[src/rtl/acq_pkg.sv]
// Shared types and constants for the acquisition sequencer and its sample buffer.
package acq_pkg;

  localparam int unsigned SAMPLE_W = 12;

  typedef enum logic [1:0] {
    StIdle,
    StArm,
    StCapture,
    StDrain
  } acq_state_e;

endpackage

[src/rtl/acq_buffer.sv]
// Sample store: DEPTH x SAMPLE_W register array, one write port, one registered read port.
module acq_buffer
  import acq_pkg::*;
#(
  parameter int unsigned DEPTH  = 100,
  parameter int unsigned ADDR_W = 7
) (
  input  logic                clk,
  input  logic                rst,
  input  logic                wr_en,
  input  logic [ADDR_W-1:0]   wr_addr,
  input  logic [SAMPLE_W-1:0] wr_data,
  input  logic                rd_en,
  input  logic [ADDR_W-1:0]   rd_addr,
  output logic [SAMPLE_W-1:0] rd_data
);

  logic [SAMPLE_W-1:0] mem [DEPTH];

  // Contents are don't-care after reset, so the array carries no reset.
  always_ff @(posedge clk) begin
    if (wr_en) mem[wr_addr] <= wr_data;
  end

  always_ff @(posedge clk or negedge rst) begin
    if (!rst)       rd_data <= '0;
    else if (rd_en) rd_data <= mem[rd_addr];
  end

endmodule

[src/rtl/acq_sequencer.sv]
// Acquisition run sequencer: paced ADC requests, optional level trigger, buffering, and
// one-at-a-time drain to the Arduino writer, with overrun/timeout flags and abort.
module acq_sequencer
  import acq_pkg::*;
#(
  parameter int unsigned DEPTH      = 100,
  parameter int unsigned CNT_W      = 7,
  parameter int unsigned SAMPLE_DIV = 5000,
  parameter int unsigned TIMEOUT    = 65535
) (
  input  logic                clk,
  input  logic                rst,
  input  logic                start,
  input  logic                abort,
  input  logic [CNT_W-1:0]    num_samples,
  input  logic                trig_en,
  input  logic [SAMPLE_W-1:0] trig_level,
  output logic                adc_req,
  input  logic                adc_done,
  input  logic [SAMPLE_W-1:0] adc_data,
  output logic                tx_req,
  output logic [SAMPLE_W-1:0] tx_data,
  input  logic                tx_done,
  output logic                busy,
  output logic                done,
  output logic                overrun,
  output logic                error
);

  localparam int unsigned TMR_W = $clog2(SAMPLE_DIV + 1);
  localparam int unsigned TO_W  = $clog2(TIMEOUT + 1);

  localparam logic [CNT_W-1:0] DEPTH_C = CNT_W'(DEPTH);
  localparam logic [CNT_W-1:0] CNT_ONE = CNT_W'(1);
  localparam logic [TMR_W-1:0] TICK_AT = TMR_W'(SAMPLE_DIV - 1);
  localparam logic [TO_W-1:0]  TO_AT   = TO_W'(TIMEOUT - 1);

  acq_state_e           state_q, state_d;
  logic [CNT_W-1:0]     cnt_q, cnt_d;
  logic                 trig_en_q, trig_en_d;
  logic [SAMPLE_W-1:0]  trig_level_q, trig_level_d;
  logic [CNT_W-1:0]     wr_cnt_q, wr_cnt_d;
  logic [CNT_W-1:0]     rd_ptr_q, rd_ptr_d;
  logic [TMR_W-1:0]     tmr_q, tmr_d;
  logic [TO_W-1:0]      to_q, to_d;
  logic                 adc_req_q, adc_req_d;
  logic                 tx_req_q, tx_req_d;
  logic                 load_q, load_d;
  logic                 done_q, done_d;
  logic                 overrun_q, overrun_d;
  logic                 error_q, error_d;

  logic                 wr_en, rd_en, tick, adc_ack, tx_ack, req_open, timed_out;
  logic [CNT_W-1:0]     wr_addr;
  logic [CNT_W-1:0]     eff_cnt;

  assign eff_cnt   = (num_samples > DEPTH_C) ? DEPTH_C : num_samples;
  assign adc_ack   = adc_req_q & adc_done;
  assign tx_ack    = tx_req_q & tx_done;
  assign req_open  = (adc_req_q | tx_req_q) & ~adc_ack & ~tx_ack;
  assign timed_out = req_open && (to_q == TO_AT);

  always_comb begin
    state_d      = state_q;
    cnt_d        = cnt_q;
    trig_en_d    = trig_en_q;
    trig_level_d = trig_level_q;
    wr_cnt_d     = wr_cnt_q;
    rd_ptr_d     = rd_ptr_q;
    tmr_d        = '0;
    to_d         = '0;
    adc_req_d    = adc_req_q;
    tx_req_d     = tx_req_q;
    load_d       = load_q;
    done_d       = 1'b0;
    overrun_d    = overrun_q;
    error_d      = error_q;
    wr_en        = 1'b0;
    wr_addr      = wr_cnt_q;
    rd_en        = 1'b0;
    tick         = 1'b0;

    if (state_q == StArm || state_q == StCapture) begin
      if (tmr_q == TICK_AT) tick = 1'b1;
      else                  tmr_d = tmr_q + TMR_W'(1);
    end

    if (tick) begin
      if (adc_req_q) overrun_d = 1'b1;
      else           adc_req_d = 1'b1;
    end
    if (adc_ack) adc_req_d = 1'b0;
    if (req_open) to_d = to_q + TO_W'(1);

    unique case (state_q)
      StIdle: begin
        if (start) begin
          cnt_d        = eff_cnt;
          trig_en_d    = trig_en;
          trig_level_d = trig_level;
          overrun_d    = 1'b0;
          error_d      = 1'b0;
          wr_cnt_d     = '0;
          rd_ptr_d     = '0;
          if (eff_cnt == '0) done_d  = 1'b1;
          else               state_d = trig_en ? StArm : StCapture;
        end
      end
      StArm: begin
        if (adc_ack && adc_data >= trig_level_q) begin
          wr_en    = 1'b1;
          wr_addr  = '0;
          wr_cnt_d = CNT_ONE;
          tmr_d    = '0;
          state_d  = (cnt_q == CNT_ONE) ? StDrain : StCapture;
        end
      end
      StCapture: begin
        if (adc_ack) begin
          wr_en    = 1'b1;
          wr_cnt_d = wr_cnt_q + CNT_ONE;
          if (wr_cnt_q + CNT_ONE == cnt_q) state_d = StDrain;
        end
      end
      StDrain: begin
        // Read is issued one cycle ahead so tx_data is settled before tx_req rises.
        if (tx_ack) begin
          tx_req_d = 1'b0;
          rd_ptr_d = rd_ptr_q + CNT_ONE;
          if (rd_ptr_q + CNT_ONE == cnt_q) begin
            done_d  = 1'b1;
            state_d = StIdle;
          end
        end else if (load_q) begin
          tx_req_d = 1'b1;
          load_d   = 1'b0;
        end else if (!tx_req_q) begin
          rd_en  = 1'b1;
          load_d = 1'b1;
        end
      end
      default: state_d = StIdle;
    endcase

    if (timed_out) begin
      error_d   = 1'b1;
      adc_req_d = 1'b0;
      tx_req_d  = 1'b0;
      load_d    = 1'b0;
      to_d      = '0;
      state_d   = StIdle;
    end

    // Abort overrides everything, including a handshake completing this cycle.
    if (abort) begin
      state_d   = StIdle;
      adc_req_d = 1'b0;
      tx_req_d  = 1'b0;
      load_d    = 1'b0;
      wr_cnt_d  = '0;
      rd_ptr_d  = '0;
      tmr_d     = '0;
      to_d      = '0;
      done_d    = 1'b0;
      overrun_d = overrun_q;
      error_d   = error_q;
      wr_en     = 1'b0;
      rd_en     = 1'b0;
    end
  end

  always_ff @(posedge clk or negedge rst) begin
    if (!rst) begin
      state_q      <= StIdle;
      cnt_q        <= '0;
      trig_en_q    <= 1'b0;
      trig_level_q <= '0;
      wr_cnt_q     <= '0;
      rd_ptr_q     <= '0;
      tmr_q        <= '0;
      to_q         <= '0;
      adc_req_q    <= 1'b0;
      tx_req_q     <= 1'b0;
      load_q       <= 1'b0;
      done_q       <= 1'b0;
      overrun_q    <= 1'b0;
      error_q      <= 1'b0;
    end else begin
      state_q      <= state_d;
      cnt_q        <= cnt_d;
      trig_en_q    <= trig_en_d;
      trig_level_q <= trig_level_d;
      wr_cnt_q     <= wr_cnt_d;
      rd_ptr_q     <= rd_ptr_d;
      tmr_q        <= tmr_d;
      to_q         <= to_d;
      adc_req_q    <= adc_req_d;
      tx_req_q     <= tx_req_d;
      load_q       <= load_d;
      done_q       <= done_d;
      overrun_q    <= overrun_d;
      error_q      <= error_d;
    end
  end

  acq_buffer #(
    .DEPTH  (DEPTH),
    .ADDR_W (CNT_W)
  ) u_buffer (
    .clk     (clk),
    .rst     (rst),
    .wr_en   (wr_en),
    .wr_addr (wr_addr),
    .wr_data (adc_data),
    .rd_en   (rd_en),
    .rd_addr (rd_ptr_q),
    .rd_data (tx_data)
  );

  assign adc_req = adc_req_q;
  assign tx_req  = tx_req_q;
  assign busy    = (state_q != StIdle);
  assign done    = done_q;
  assign overrun = overrun_q;
  assign error   = error_q;

endmodule

[config.mk]
export PLATFORM = sky130hd
export DESIGN_NAME = acq_sequencer
export DESIGN_NICKNAME = d
export VERILOG_FILES = /design/src/rtl/acq_pkg.sv /design/src/rtl/acq_buffer.sv /design/src/rtl/acq_sequencer.sv
export SDC_FILE = /design/constraint.sdc
export NUM_CORES = 1
export LEC_CHECK = 0
export CORE_UTILIZATION = 56
export DETAILED_ROUTE_END_ITERATION = 7
export PLACE_DENSITY = 0.74
export RECOVER_POWER = 50
export SLEW_MARGIN = 20
export SYNTH_ARGS = -nofsm -noshare
export SYNTH_HDL_FRONTEND = slang
export SYNTH_HIERARCHICAL = 1
export SYNTH_SLANG_ARGS = --single-unit
[constraint.sdc]
create_clock -name clk -period 3.3 [get_ports clk]
set_clock_uncertainty 0.05 [all_clocks]
set_input_delay 0.33 -clock clk [delete_from_list [all_inputs] [get_ports clk]]
set_output_delay 0.33 -clock clk [all_outputs]
set_load 0.1 [all_outputs]
==> results.yml <==
synth:
  synth_most_common_cell: "edfxtp_1"
  ys_seq_area_frac: 0.744
  synthTopCellsByArea: "edfxtp_1 70%, mux4_2 11%, dfrtp_1 4.0%, mux2i_1 3.1%, nor2_1 1.3%"
  synth_seq_cells: 1282
  ys_types: 66
  synth_warnings: 6
  synth_cells: 2622
  syn_area_um2: 51200
  avgSynthCellArea_um2: 19.5
  synth_top_area_frac: 0.704
  async_reset_ff_frac: 0.0640
  ys.flop_type: "edfxtp_1"
  yosysTopAreaCell: "edfxtp_1"
  synth_nets: 2681
  synth_edf_count: 1200
  synth_common_cells: "1,200 x edfxtp_1, 257 x mux4_2, 176 x nor2_1, 156 x mux2i_1, 82 x dfrtp_1"
worst_setup_path:
  cp_data_required_time_ps: 3530
  slowest_stage: "clkbuf_1"
  cpMostUsedCell: "clkbuf_1"
  cp_data_arrival_time_ps: 3490
  cp-end-kind: "flip-flop"
  slowest_delay_ps: 1410
  crit_chain: "clkbuf_1, clkbuf_1, buf_2"
  critPathLaunchType: "primary input"
  r2r_start: "trig_level_q[2]$_DFFE_PN0P_"
  crit_type: "primary input to flip-flop"
  crit_start: "adc_data[1]"
  path_max_fanout: 68
run_status:
  status: "complete, but fails checks"
  violations: "capacitance limit, slew limit"
hold_path:
  hold_class: "primary input to flip-flop"
  holdCritStartpoint: "num_samples[2]"
timing:
  period_minus_slack_ps: 3250
  hold_viol: 0
  rsz0062_at_grt: "true"
  layout_setup_ws_ps: 48.8
  setup_viol: 0
  min_period_over_period: 0.985
  fin_hold_ws_ps: 164
  finalMaxSlewViolations: 771
  clock.fmax_ghz: 0.308
  tightest_slew_ps: 2890
  relSlewSlack: -0.925
place:
  place_ws_ps: -644
  gp_congestion: 0.910
  hpwl_mm: 80.0
  port_buffers: 55
drt:
  drc_errors: 0
  ant_nets: 0
  vias: 27700
  post_drt_wl_per_cell_um: 30.0
  drt_iter0_drc: 3549
  routed_wl_mm: 128
  vias_per_cell: 6.48
  drtPass1Iterations: 5
floorplanning:
  core_area_um2: 90300
  dieArea_um2: 92600
  die_h_um: 304
  fp-row-count: 110
  die_w_um: 304
  io_pins: 56
  initial_core_util: 0.567
clock_tree:
  cts_buffers: 121
  htreeDepth: 3
  clk_pin_slew_ps: 60
  cts_tree: "done"
  clk_latency_ps: 720
  cts_root_buf: "clkbuf_16"
  cts_sinks: 1282
  clockBufferDepth: 3
cells_and_area:
  drive_gt1_frac: 0.290
  nets: 3054
  areaGrowthSynthToFinish_pct: 17.2
  final_util: 0.664
power:
  p_leak_nw: 18.9
  max-vdd-ir-drop_v: 0.000505
  power_density_nw_per_um2: 588
global_routing:
  grt_max_degree: 90
  globalRouteOverflowTotal: 0
  grtUsageTotal: 0.274
  antenna_found_initial: 2
  grt_pass1_vias: 27600
  grt_pass1_wl_mm: 185
run:
  maxCapViolations: 15
[placed cells by master, fill, tap and decap left out, types with 34 or more instances in the layout]
cell,synthesis,final
a22oi_1,47,47
a21oi_1,35,35
dfrtp_1,82,76
clkbuf_16,0,122
buf_4,25,183
buf_12,0,41
edfxtp_1,1200,1200
buf_6,18,74
nand2_1,74,68
nor2b_1,41,34
nor2_1,176,103
mux2i_1,156,156
clkbuf_1,33,57
mux2_2,44,44
nand3_1,52,50
nor2_4,0,52
mux4_2,257,257
[registers in the layout, summed over array words and instances, names as in the netlist]
register,cells
trig_level_q,12
u_buffer/rd_data,12
tmr_q,13
state_q,2
done,1
to_q,16
adc_req,1
wr_cnt_q,7
cnt_q,7
load_q,1
tx_req,1
u_buffer/mem,1200
rd_ptr_q,7
overrun,1
error,1
[timing repair]
| item | in CTS | in global routing |
|---|---|---|
| pin swaps | 8 | 14 |
| endpoints found under the setup margin | 1161 | 1164 |
| resized for setup | 54 | 215 |
| cloned | 2 | 29 |
| hold endpoints to repair | 97 | 0 |
| buffers inserted | 3 | 5 |
| hold buffers | 5 | 0 |
[cell families (layout without fill, tap and decap cells)]
| family | Yosys count | in the layout | synth area share |
|---|---|---|---|
| buffers and inverters | 159 | 633 | 0.0187 |
| xor gates and xnor gates | 46 | 46 | 0.00787 |
| adders and majority gates | 21 | 21 | 0.00513 |
| DFF | 1282 | 1282 | 0.744 |
| and+or+nand+nor | 440 | 440 | 0.0404 |
| AOI/OAI and AO/OA | 215 | 215 | 0.0296 |
| muxes | 459 | 459 | 0.154 |
| other | 0 | 1 | 0 |
[worst max-delay path, delay by kind of cell]
| kind | cells | cell delay [ps] |
|---|---|---|
| buffers and inverters | 3 | 3040 |
[stage by stage]
step | setup TNS [ps] | area [um2] | cells | power [mW]
global route | -228 | 60000 | 4272 | 36.3
CTS | 0 | 59200 | 4238 | 35.4
finish | 0 | 60000 | 4273 | 35.3
floorplan | -51460 | 51300 | 2622 | 20.6
detailed placement | -446990 | 55000 | 4004 | 21.8
global placement | -413610 | 55000 | 4004 | 21.7
[area by class of cell]
cell class	count	area, um2
multi-input cells	1181	12700
flip-flops and latches	1282	38100
diodes	1	2.50
clock inverters	74	793
fillers	5731	30300
well taps	1176	1470
repair buffers	380	3630
inverters	29	109
clock buffers	150	3140
[path summary, 6_finish.rpt]
kind,to,cells after the start,slack [ps]
hold / removal,cnt_q[2]$_DFFE_PN0P_,3,160
min in group asynchronous,to_q[7]$_DFF_PN0_,2,610
setup reg to reg,u_buffer/mem[59][0]$_DFFE_PP_,15,130
hold reg to reg,tmr_q[0]$_DFF_PN0_,1,430
setup / recovery,u_buffer/mem[7][1]$_DFFE_PP_,3,50
max in group asynchronous,adc_req$_DFFE_PN0P_,3,950
[routing by layer]
| layer | global-route usage | part of all wire | vias up |
|---|---|---|---|
| met5 | 0 | 0 | - |
| met4 | 0.0924 | 0.032 | 0 |
| met3 | 0.0442 | 0.11 | 255 |
| met2 | 0.430 | 0.48 | 1785 |
| met1 | 0.397 | 0.38 | 14200 |
| li1 | - | - | 11400 |
[power by group]
part / leakage (nW) / switching, mW / total, mW / internal (mW)
registers: 11.8 / 0.328 / 18.3 / 18.0
logic: 5.10 / 2.01 / 3.17 / 1.15
clock network: 1.91 / 5.94 / 13.8 / 7.84
Power figures use the tool's default switching activity.
